--- src/rtl/serial_adder.sv ---
// Bit-serial adder: {carry,sum} = a + b + cin, one bit per clock, LSB first.
// Define SERIAL_ADDER_OVF_EN to add the registered signed-overflow output ovf.
module serial_adder #(
    parameter int WIDTH = 8
) (
    input  logic             clk,
    input  logic             rst,
    input  logic             start,
    input  logic [WIDTH-1:0] a,
    input  logic [WIDTH-1:0] b,
    input  logic             cin,
    output logic             busy,
    output logic             done,
    output logic [WIDTH-1:0] sum,
`ifdef SERIAL_ADDER_OVF_EN
    output logic             carry,
    output logic             ovf
`else
    output logic             carry
`endif
);

    localparam int CW = (WIDTH > 1) ? $clog2(WIDTH) : 1;
    localparam logic [CW-1:0] LAST_BIT = CW'(WIDTH - 1);

    typedef enum logic [1:0] {
        S_IDLE  = 2'd0,
        S_SHIFT = 2'd1,
        S_DONE  = 2'd2
    } state_t;

    function automatic logic fa_sum(input logic x, input logic y, input logic c);
        return x ^ y ^ c;
    endfunction

    function automatic logic fa_carry(input logic x, input logic y, input logic c);
        return (x & y) | (y & c) | (x & c);
    endfunction

    state_t           r_state;
    state_t           w_state_nxt;
    logic             w_load;
    logic             w_last;
    logic             w_s;
    logic             w_c_nxt;
    logic [WIDTH-1:0] w_res_nxt;

    logic [WIDTH-1:0] r_a;
    logic [WIDTH-1:0] r_b;
    logic             r_c;
    logic [CW-1:0]    r_cnt;
    logic [WIDTH-2:0] r_res;
    logic             r_busy;
    logic             r_done;
    logic [WIDTH-1:0] r_sum;
    logic             r_carry;

    assign w_s       = fa_sum(r_a[0], r_b[0], r_c);
    assign w_c_nxt   = fa_carry(r_a[0], r_b[0], r_c);
    assign w_res_nxt = {w_s, r_res};
    assign w_last    = (r_state == S_SHIFT) && (r_cnt == LAST_BIT);

    // Next-state logic; start is honoured only in IDLE and DONE.
    always_comb begin
        w_state_nxt = r_state;
        w_load      = 1'b0;
        case (r_state)
            S_IDLE: begin
                if (start) begin
                    w_state_nxt = S_SHIFT;
                    w_load      = 1'b1;
                end else begin
                    w_state_nxt = S_IDLE;
                end
            end
            S_SHIFT: begin
                if (w_last) begin
                    w_state_nxt = S_DONE;
                end else begin
                    w_state_nxt = S_SHIFT;
                end
            end
            S_DONE: begin
                if (start) begin
                    w_state_nxt = S_SHIFT;
                    w_load      = 1'b1;
                end else begin
                    w_state_nxt = S_IDLE;
                end
            end
            default: begin
                w_state_nxt = S_IDLE;
                w_load      = 1'b0;
            end
        endcase
    end

    // State register.
    always_ff @(posedge clk or posedge rst) begin
        if (rst) begin
            r_state <= S_IDLE;
        end else begin
            r_state <= w_state_nxt;
        end
    end

    // Operand, carry, counter and partial-result shift registers.
    always_ff @(posedge clk or posedge rst) begin
        if (rst) begin
            r_a   <= '0;
            r_b   <= '0;
            r_c   <= 1'b0;
            r_cnt <= '0;
            r_res <= '0;
        end else if (w_load) begin
            r_a   <= a;
            r_b   <= b;
            r_c   <= cin;
            r_cnt <= '0;
            r_res <= '0;
        end else if (r_state == S_SHIFT) begin
            r_a   <= {1'b0, r_a[WIDTH-1:1]};
            r_b   <= {1'b0, r_b[WIDTH-1:1]};
            r_c   <= w_c_nxt;
            r_res <= w_res_nxt[WIDTH-1:1];
            if (!w_last) begin
                r_cnt <= r_cnt + CW'(1);
            end
        end
    end

    // Status flags follow the next state; results load only on the final bit.
    always_ff @(posedge clk or posedge rst) begin
        if (rst) begin
            r_busy  <= 1'b0;
            r_done  <= 1'b0;
            r_sum   <= '0;
            r_carry <= 1'b0;
        end else begin
            r_busy <= (w_state_nxt == S_SHIFT);
            r_done <= (w_state_nxt == S_DONE);
            if (w_last) begin
                r_sum   <= w_res_nxt;
                r_carry <= w_c_nxt;
            end
        end
    end

`ifdef SERIAL_ADDER_OVF_EN
    logic r_ovf;

    // Signed overflow: carry into the MSB differs from carry out of it.
    always_ff @(posedge clk or posedge rst) begin
        if (rst) begin
            r_ovf <= 1'b0;
        end else if (w_last) begin
            r_ovf <= r_c ^ w_c_nxt;
        end
    end

    assign ovf = r_ovf;
`endif

    assign busy  = r_busy;
    assign done  = r_done;
    assign sum   = r_sum;
    assign carry = r_carry;

endmodule
--- config.mk ---
export PLATFORM = sky130hd
export DESIGN_NAME = serial_adder
export DESIGN_NICKNAME = d
export VERILOG_FILES = /design/src/rtl/serial_adder.sv
export SDC_FILE = /design/constraint.sdc
export NUM_CORES = 1
export LEC_CHECK = 0
export BUFFER_PORTS_ARGS = -buffer_cell sky130_fd_sc_hd__buf_2
export CAP_MARGIN = 20
export CORE_ASPECT_RATIO = 1.4
export CORE_MARGIN = 2
export CORE_UTILIZATION = 41
export DETAILED_ROUTE_END_ITERATION = 8
export PLACE_DENSITY = 0.62
export SETUP_SLACK_MARGIN = 0.05
export SYNTH_ARGS = -nofsm -noshare
export SYNTH_HDL_FRONTEND = slang
export SYNTH_SLANG_ARGS = --single-unit
--- constraint.sdc ---
create_clock -name clk -period 2.2 [get_ports clk]
set_clock_uncertainty 0.1 [all_clocks]
set_input_delay 0.33 -clock clk [delete_from_list [all_inputs] [get_ports clk]]
set_output_delay 0.33 -clock clk [all_outputs]
set_load 0.02 [all_outputs]
Word-level counts from Yosys, hierarchy flattened
Index checks and enable logic that the tools add are counted.
{ "word_totals": {"reg_bits": 40, "elab_cells": 45, "output_inout_bits": 11} }
{ "classes": {"n_bitwise": 7, "eq_ne": 6, "muxes": 16, "n_addsub": 1, "n_reduce_logical": 5} }
{ "ops": {"columns": ["cell", "n"], "rows": [
  ["8-bit 2-to-1 mux", 4],
  ["7-bit 2-to-1 mux", 2],
  ["3-bit 2-to-1 mux", 3],
  ["1-bit 2-to-1 mux", 5],
  ["2-bit by 1-bit equality test with 1-bit output (second input constant)", 2],
  ["2-bit equality test (second input constant)", 2],
  ["2-bit one-hot mux with 2 select lines", 1],
  ["3-bit by 1-bit adder with 3-bit output (second input constant)", 1],
  ["1-bit bitwise AND", 3],
  ["3-bit equality test (second input constant)", 1],
  ["2-bit zero test", 1],
  ["2-bit 2-to-1 mux", 1],
  ["2-bit inequality test (second input constant)", 1],
  ["1-bit OR", 2],
  ["2-bit AND reduction", 1],
  ["2-bit nonzero test", 1],
  ["2-bit OR reduction", 1],
  ["1-bit bitwise XOR", 2],
  ["1-bit logical AND", 1]
]} }

Depth between registers and ports, before layout
Gate-level depths: netlist of run 1.
{ "depth": {"depth_word": 5, "depth_mapped": 6, "mapped_depth_nobuf": 6} }

Least setup slack after synthesis of run 1
OpenSTA, ideal clock, no wires.
{ "synth_path": {"kind": "flip-flop to flip-flop", "from": "register r_cnt[0]", "to": "register r_cnt[1]", "stages_incl_launch_ff": 6, "required_time_ns": 1.979, "setup_ns": 0.121, "setup_slack_ns": 0.691, "path_buffers": 0, "t_arrival_ns": 1.288, "path_cell_list": "dfrtp_1 -> ha_1 -> ha_1 -> nor3b_2 -> nor2_2 -> a22o_1"} }
{ "synth_via": {"elab_chain_len": 4, "elab_cells_between_ends": 8, "classes_between": "add/sub (1); eq/ne (2); mux (3); reduce/logical (2)"} }
{ "synth_lines": {"columns": ["item", "line_no", "rtl"], "rows": [
  ["start, declared", "51", "logic [CW-1:0] r_cnt;"],
  ["start signal, assigned", "127", "r_cnt <= r_cnt + CW'(1);"],
  ["3-bit by 1-bit adder with 3-bit output / 3-bit equality test (equally long branches)", "127, 61", null],
  ["3-bit 2-to-1 mux / 1-bit logical AND (equally long branches)", "126, 61", null],
  ["3-bit 2-to-1 mux / 2-bit inequality test (equally long branches)", null, null],
  ["3-bit 2-to-1 mux / 2-bit AND reduction (equally long branches)", null, null]
]} }
Several ways; a longest one is shown, not always the timed one. The select of a mux whose other input is x is not followed.
A chain may end at the register's enable or synchronous reset.

Final worst setup path of run 1
{ "layout_path": {"from": "register r_state[1]", "to": "register r_carry, in the netlist carry"} }
{ "layout_via": {"elab_chain_len": 2} }
{ "layout_lines": {"columns": ["item", "line_no", "rtl"], "rows": [
  ["start, declared", "40", "state_t r_state;"],
  ["start signal, assigned", "103", "r_state <= w_state_nxt;"],
  ["2-bit by 1-bit equality test with 1-bit output", "61", "assign w_last = (r_state == S_SHIFT) && (r_cnt == LAST_BIT);"],
  ["1-bit logical AND", "61", null],
  ["net w_last", "43", "logic w_last;"],
  ["end signal, assigned", "144", "r_carry <= w_c_nxt;"],
  ["end, declared", "56", "logic r_carry;"]
]} }
The timed path passes the listed nets, and every way through them passes these cells.

==> summary.md, run 1 <==
| Metric | Value |
|---|---|
| Final Setup Violations | 0 |
| CTS tree | yes |
| RSZ-0062 raised after global routing | no |
| Number of placed instances, taps included | 210 |
| Num rows | 28 |
| Total die area | 4851 um2 |
| Slew at the pin with the worst max-slew slack | between 600 and 700 ps |
| Quantity of gates resized following cts | 0 |
| Standard cell with the maximum stage delay on the critical path | sky130_fd_sc_hd__dfrtp_1 |
| Total wire length | between 3000 and 4000 um |
| Global-route wire length before repair | around 5700 um |
| Minimum setup slack among reg-to-reg paths | 510 ps |
| Max_cap viols | 0 |
| Cell depth of the worst flop-to-flop path | 4 |
| Class of the worst hold path | input port to async pin |
| Total power of the final layout | 2.896 mW |
| Power spent charging and discharging nets | 1.041 mW |
| Post-place setup slack | 515.9 ps |
| Nature of the critical path startpoint | flop |
| Total Neg Setup Slack | 0 ps |
| Antenna violations before repair | 0 |
| LEAKAGE | just over 1 nW |
| Layout area overhead | 15.18% |
| Final-stage net count | slightly below 200 |
| Share of the core filled with cells in the final layout | 48.74% |
| Clock latency reported for the late side of the worst-skew pair | between 200 and 300 ps |
| Hold violation total from the final report | 0 |
| Number of post-CTS setup repair buffers | 0 |
| X dimension of the die | between 50 and 60 um |
| Clk network pwr share | 16.9% |
| Number of hold-repair buffers added at the cts stage | 0 |
| Placed standard-cell area | 1942 um2 |
| Switching power as a share of total power | 35.95% |
| Starting density of the core | 42.32% |
| Number of standard cells after synthesis | 140 |
| Top-level I/O count | 31 |
| Least setup slack across all paths after layout | around 500 ps |
| Remaining max-slew budget at the tightest pin | roughly 55% |
| Maximum clock path buffer count | 2 |
| Max H-tree Level | 2 |
| CP Class | flop to flop |
| Synth Cell Area | 1764 um2 |
| Clock sink count | 40 |
| Top achievable clock speed | 592.9 MHz |
| Filler Cell Count | 375 |
| Critical path peak fanout | 15 |
| Capture point of the worst reg-to-reg path | carry$_DFFE_PP0P_ |
| Routed wire per std cell | between 10 and 15 um |
| Netlist cell types | 25 |
| Gr ovfl total | 0 |
| Clock transition at the registers of the reported paths | 70 ps |
| Sequential fraction of design power | roughly 45% |
| Total routing usage reported by global routing | between 15 and 20% |
| Highest ir drop seen on vdd | 0.6408 mV |
| Worst Path Required | between 2000 and 2500 ps |
| Number of detailed-route iterations in the first pass | 4 |
| Yosys Warn Count | 0 |
| Clock buffers created by TritonCTS | 5 |
| Worst Hold Slack | 49.30 ps |
| Worst Setup End Kind | flop |
| Final Wtd Congestion | 0.6663 |
| Post-synthesis area per instance | between 10 and 15 um2 |
| Share of post-route cells with drive strength above 1 | 28.90% |
| Pint | 1.855 mW |
| Run status | complete, no violations |
| Power per Cell Area | around 1400 nW/um2 |
| Detail Route Antenna Nets | 0 |
| Shortest clock period the worst path allows after layout | 1687 ps |
| Count of routing violations after the opening detailed-route iteration | 33 |
| Core Region | 4169 um2 |
| Critical path cell sequence | nor2b_4 > nand2_4 > inv_2 > mux2_4 |
| Number of buffers added on ports | 30 |
| Fraction of the cycle the final worst path needs | ~77% |
| Startpoint of the worst register-to-register path | r_state[1]$_DFF_PP0_ |
| Library cell used as clock root buffer | sky130_fd_sc_hd__clkbuf_8 |
| Final Max Slew Viols | 0 |
| Signal arrival time at the worst endpoint | 1760 ps |
| Final std cell area, no fill | just over 2000 um2 |
| Sum of net half-perimeters after detailed placement | 2304 um |
| Via count of the first global-routing pass | 1,249 |
| Total DRC errors in the routed layout | 0 |
| Synthesized netlist net count | 163 |
| Flip-flop and latch count after synthesis | 40 |
| Proportion of synthesized chip area in sequential cells | 56.74% |
| Largest net degree at the start of global routing | 41 |
| Vias per inst | 5.326 |
| Crit-path max cell delay | between 600 and 700 ps |
| Count of placed standard cells in the final layout, fillers left out | 218 |
| Vias post-DR | 1,161 |
| Part of the power in combinational logic | 38.1% |
| Chip height | 81.62 um |
| Number of antenna cells inserted | 0 |
Yosys cell counts:
master	instances	area share, %
sky130_fd_sc_hd__nand2_4	1	0.64
sky130_fd_sc_hd__inv_1	13	2.8
sky130_fd_sc_hd__inv_2	2	0.43
sky130_fd_sc_hd__mux2_2	1	0.64
sky130_fd_sc_hd__a22o_1	12	6.0
sky130_fd_sc_hd__nor2b_1	4	1.4
sky130_fd_sc_hd__o22ai_1	10	3.5
sky130_fd_sc_hd__dfrtp_1	40	57
sky130_fd_sc_hd__a21o_1	2	0.85
sky130_fd_sc_hd__fa_1	1	1.1
sky130_fd_sc_hd__or3b_1	1	0.50
sky130_fd_sc_hd__nor3b_2	1	0.71
sky130_fd_sc_hd__nand2b_1	2	0.71
sky130_fd_sc_hd__a211oi_1	4	1.7
sky130_fd_sc_hd__nor2_2	2	0.71
sky130_fd_sc_hd__buf_4	1	0.43
sky130_fd_sc_hd__mux2_1	11	7.0
sky130_fd_sc_hd__nor2b_4	1	0.78
sky130_fd_sc_hd__mux2_4	3	2.6
sky130_fd_sc_hd__mux2i_1	5	2.8
sky130_fd_sc_hd__a21oi_1	14	4.0
sky130_fd_sc_hd__buf_2	5	1.4
sky130_fd_sc_hd__nor2b_2	1	0.50
sky130_fd_sc_hd__buf_6	1	0.64
sky130_fd_sc_hd__ha_1	2	1.4
cell type report:
class                           count  area (um2)  share of cell area [%]
Tap cell                           45       56.30                   2.771
Sequential cell                    40        1001                   49.26
Inverter                           15       56.30                   2.771
Multi-Input combinational cell     78       663.1                   32.64
Timing Repair Buffer               32       165.2                   8.128
Clock buffer                        8       90.09                   4.433
how the worst max path moves through the flow:
stage,cells after the start,slack (ps),endpoint,startpoint
after global placement,4,500,carry$_DFFE_PP0P_,r_state[1]$_DFF_PP0_
after global routing,3,300,r_b[4]$_DFFE_PP0P_,r_state[1]$_DFF_PP0_
after floorplan,5,690,r_cnt[1]$_DFFE_PP0P_,r_cnt[0]$_DFFE_PP0P_
final,4,510,carry$_DFFE_PP0P_,r_state[1]$_DFF_PP0_
after detailed placement,3,520,r_b[1]$_DFFE_PP0P_,r_state[1]$_DFF_PP0_
after CTS,4,500,carry$_DFFE_PP0P_,r_state[1]$_DFF_PP0_
critical path: cells and delay by family (launching register included):
kind	cells	cell delay, ps
buffers and inverters	1	140
flip-flops	1	630
multiplexers	1	310
AND/OR/NAND/NOR	2	390
registers in the layout, indices dropped and copies added, names as in the netlist:
register	cells
r_state	2
done	1
r_res	7
carry	1
sum	8
r_c	1
r_b	8
r_cnt	3
busy	1
r_a	8
cell usage in the layout (no fill, tap or decap), drive strengths merged, types with 4 or more instances in the layout:
cell type   n
a211oi      4
a21oi      14
a22o       12
buf        32
clkbuf      8
dfrtp      40
inv        15
mux2       15
mux2i       5
nor2b       6
o22ai      10
routing by layer:
metal,vias up,share of wire [%],GRT usage [%]
li1,562,-,-
met1,565,42,19.51
met2,26,52,25.05
met3,8,3.9,3.622
met4,0,2.1,7.955
met5,-,0,0
power by group through the flow:
stage                     clock network [mW]  logic (mW)  registers, mW
final                                  0.489        1.10           1.30
after global routing                   0.537        1.25           1.36
after CTS                              0.515        1.13           1.31
after detailed placement                   0        1.12           1.32
after global placement                     0        1.06           1.31
after floorplan                            0       0.805           1.34
kinds of logic after synthesis:
logic type,count (synthesis),synth area share [%]
adders and majority gates,3,2.553
AOI/OAI and AO/OA,42,16.03
buffers and inverters,22,5.674
muxes,20,13.05
DFF,40,56.74
and+or+nand+nor,13,5.957
Note: power is estimated with default switching activity, not from simulation.
==> inputs of run 2 (changes only) <==
--- a/config.mk
+++ b/config.mk
@@ -11,7 +11,7 @@
 export CORE_MARGIN = 2
 export CORE_UTILIZATION = 41
 export DETAILED_ROUTE_END_ITERATION = 8
-export PLACE_DENSITY = 0.62
+export PLACE_DENSITY = 0.64
 export SETUP_SLACK_MARGIN = 0.05
 export SYNTH_ARGS = -nofsm -noshare
 export SYNTH_HDL_FRONTEND = slang
==> constraint.sdc (replaced) <==
create_clock -name clk -period 1.4 [get_ports clk]
set_clock_uncertainty 0.1 [all_clocks]
set_input_delay 0.21 -clock clk [delete_from_list [all_inputs] [get_ports clk]]
set_output_delay 0.21 -clock clk [all_outputs]
set_load 0.02 [all_outputs]
==> summary.md, run 2 (synthesis gave the netlist of run 1 again) <==
| Metric | Value |
|---|---|
| Run status | finished with violations (was complete, no violations) |
| Violated checks | negative setup slack |
| Clock buffers created by TritonCTS | 5 (unchanged) |
| CP Class | flop to flop (unchanged) |
| WL met3 | 136 um (was 127 um) |
| Total die area | 4851 um2 (unchanged) |
| Critical path peak fanout | 8 (was 15) |
| Max H-tree Level | 2 (unchanged) |
| Most frequent cells in the layout | 38 x sky130_fd_sc_hd__dfrtp_1, 30 x sky130_fd_sc_hd__buf_2, 14 x sky130_fd_sc_hd__a21oi_1, 13 x sky130_fd_sc_hd__inv_1, 12 x sky130_fd_sc_hd__a22o_1 (was 40 x sky130_fd_sc_hd__dfrtp_1, 30 x sky130_fd_sc_hd__buf_2, 14 x sky130_fd_sc_hd__a21oi_1, 13 x sky130_fd_sc_hd__inv_1, 12 x sky130_fd_sc_hd__a22o_1) |
| Signal arrival time at the worst endpoint | 1530 ps (was 1760 ps) |
| Total routing usage reported by global routing | 16.49% (was 15.64%) |
| Number of antenna cells inserted | 0 (unchanged) |
| Count of placed standard cells in the final layout, fillers left out | 233 (was 218) |
| Worst Path Required | 1480 ps (was 2270 ps) |
| Shortest clock period the worst path allows after layout | 1452 ps (was 1687 ps) |
| Starting density of the core | 42.32% (unchanged) |
| Antenna violations before repair | 0 (unchanged) |
| Commonest non-fill, non-tap cell in the layout | sky130_fd_sc_hd__dfrtp_1 (unchanged) |
| Clock latency reported for the late side of the worst-skew pair | 290 ps (about the same) |
| Highest ir drop seen on vdd | 1.121 mV (was 0.6408 mV) |
| Layout area overhead | 30.21% (was 15.18%) |
| Count of cells along the worst hold path | 2 |
| Number of detailed-route iterations in the first pass | 4 (unchanged) |
| X dimension of the die | 59.44 um (unchanged) |
| Top-level I/O count | 31 (unchanged) |
| Maximum clock path buffer count | 2 (unchanged) |
| Worst Hold Slack | 38.46 ps (was 49.30 ps) |
| Count of routing violations after the opening detailed-route iteration | 21 (was 33) |
| Global-route wire length before repair | 5796 um (was 5671 um) |
| Nature of the critical path startpoint | flop (unchanged) |
| Total DRC errors in the routed layout | 0 (unchanged) |
| Top achievable clock speed | 688.5 MHz (was 592.9 MHz) |
| Vias post-DR | 1,232 (was 1,161) |
| Routed length on met2 | 1869 um (was 1669 um) |
| Power spent charging and discharging nets | 1.802 mW (was 1.041 mW) |
| Startpoint of the worst register-to-register path | r_cnt[1]$_DFFE_PP0P_ (was r_state[1]$_DFF_PP0_) |
| Part of the power in combinational logic | 42.0% (was 38.1%) |
| Share of post-route cells with drive strength above 1 | 43.62% (was 28.90%) |
| Largest net degree at the start of global routing | 41 (unchanged) |
| Share of the core filled with cells in the final layout | 55.10% (was 48.74%) |
| Final Wtd Congestion | 0.7348 (was 0.6663) |
| Gr ovfl total | 0 (unchanged) |
| Via count of the first global-routing pass | 1,245 (was 1,249) |
| Total power of the final layout | 5.293 mW (was 2.896 mW) |
| Total wire length | 3677 um (was 3223 um) |
| Least setup slack across all paths after layout | -52.42 ps (was 513.4 ps) |
| Chip height | 81.62 um (unchanged) |
| Clock sink count | 40 (unchanged) |
| Clock transition at the registers of the reported paths | 70 ps (about the same) |
| Post-place setup slack | -109.9 ps (was 515.9 ps) |
| Detail Route Antenna Nets | 0 (unchanged) |
| CTS tree | yes (unchanged) |
| Final Setup Violations | 12 (was 0) |
| Remaining max-slew budget at the tightest pin | 82.59% (was 54.62%) |
| Sum of net half-perimeters after detailed placement | 2566 um (was 2304 um) |
| Total Neg Setup Slack | -457.4 ps (was 0 ps) |
| Sum of routed wire segments on met1 | 1605 um (was 1356 um) |
| Sink of the worst hold path | r_a[7]$_DFFE_PP0P_ |
| Final Max Slew Viols | 0 (unchanged) |
| Clk network pwr share | 19.1% (was 16.9%) |
| Worst Setup End Kind | flop (unchanged) |
| Final std cell area, no fill | 2297 um2 (was 2032 um2) |
| Launch point of the critical path | r_cnt[1]$_DFFE_PP0P_ (was r_state[1]$_DFF_PP0_) |
| Final-stage net count | 210 (was 195) |
| Pint | 3.491 mW (was 1.855 mW) |
| Fraction of the cycle the final worst path needs | 103.7% (was 76.66%) |
| Num rows | 28 (unchanged) |
| Vias per inst | 5.288 (was 5.326) |
| Power per Cell Area | 2304 nW/um2 (was 1425 nW/um2) |
| Capture point of the worst reg-to-reg path | sum[7]$_DFFE_PP0P_ (was carry$_DFFE_PP0P_) |
| RSZ-0062 raised after global routing | yes (was no) |
| Cell depth of the worst flop-to-flop path | 5 (was 4) |
| Number of placed instances, taps included | 222 (was 210) |
| Filler Cell Count | 369 (was 375) |
| Library cell used as clock root buffer | sky130_fd_sc_hd__clkbuf_8 (unchanged) |
| Placed standard-cell area | 2072 um2 (was 1942 um2) |
| Class of the worst hold path | input port to flop (was input port to async pin) |
| Hold violation total from the final report | 0 (unchanged) |
| Minimum setup slack among reg-to-reg paths | -50 ps (was 510 ps) |
| Routed wire per std cell | 15.78 um (was 14.78 um) |
| Max_cap viols | 0 (unchanged) |
| Uppermost metal layer occupied by signal nets | met4 (unchanged) |
| Sequential fraction of design power | 39.0% (was 45.0%) |
| Switching power as a share of total power | 34.05% (was 35.95%) |
| Number of buffers added on ports | 30 (unchanged) |
| LEAKAGE | 1.163 nW (was 1.040 nW) |
| Core Region | 4169 um2 (unchanged) |
| Start point of the worst min-delay path | a[7] |
| Slew at the pin with the worst max-slew slack | 261.1 ps (was 680.8 ps) |
run 2: power groups by stage:
stage	combinational, mW	sequential (mW)	clock [mW]
2_1_floorplan	1.32	2.12	0
3_3_place_gp	1.97	2.04	0
3_5_place_dp	2.06	2.07	0
4_1_cts	2.10	2.05	1.04
5_1_grt	2.46	2.14	1.09
6_report	2.22	2.06	1.01
run 2: repair_timing:
action                                 CTS  global route
gates resized for setup                  6            13
buffers inserted                         1             0
endpoints found under the hold margin   40             0
hold buffers                             1             0
cloned                                   0             1
setup endpoints to repair               29            29
pin swaps                                1             2
run 2: worst max path at each step:
stage,cells past startpoint,endpoint,slack (ps)
3_3_place_gp,4,r_b[1]$_DFFE_PP0P_,-50
5_1_grt,5,r_cnt[1]$_DFFE_PP0P_,-100
4_1_cts,5,carry$_DFFE_PP0P_,-70
3_5_place_dp,4,r_b[1]$_DFFE_PP0P_,-110
6_report,5,sum[7]$_DFFE_PP0P_,-50
2_1_floorplan,5,r_cnt[2]$_DFFE_PP0P_,-10
run 2: routing by layer:
layer	global-route usage, %	up-vias
met5	0	-
met4	7.500	0
met3	4.724	5
met2	27.58	32
met1	19.27	605
li1	-	590
run 2: layout make-up:
| cell class | instances | area (um2) | share of cell area [%] |
|---|---|---|---|
| Multi-Input combinational cell | 79 | 755.7 | 32.90 |
| Inverter | 15 | 58.81 | 2.560 |
| Clock buffer | 7 | 96.34 | 4.194 |
| Sequential cell | 40 | 1003 | 43.68 |
| Tap cell | 45 | 56.30 | 2.451 |
| Timing Repair Buffer | 46 | 296.5 | 12.91 |
| Clock inverter | 1 | 30.03 | 1.307 |
run 2: critical path, cell delays in order (launching register included):
cell                      delay, ps
sky130_fd_sc_hd__dfrtp_1        380
sky130_fd_sc_hd__ha_2           200
sky130_fd_sc_hd__ha_4           180
sky130_fd_sc_hd__nand2_4        120
sky130_fd_sc_hd__inv_4           70
sky130_fd_sc_hd__mux2_4         290
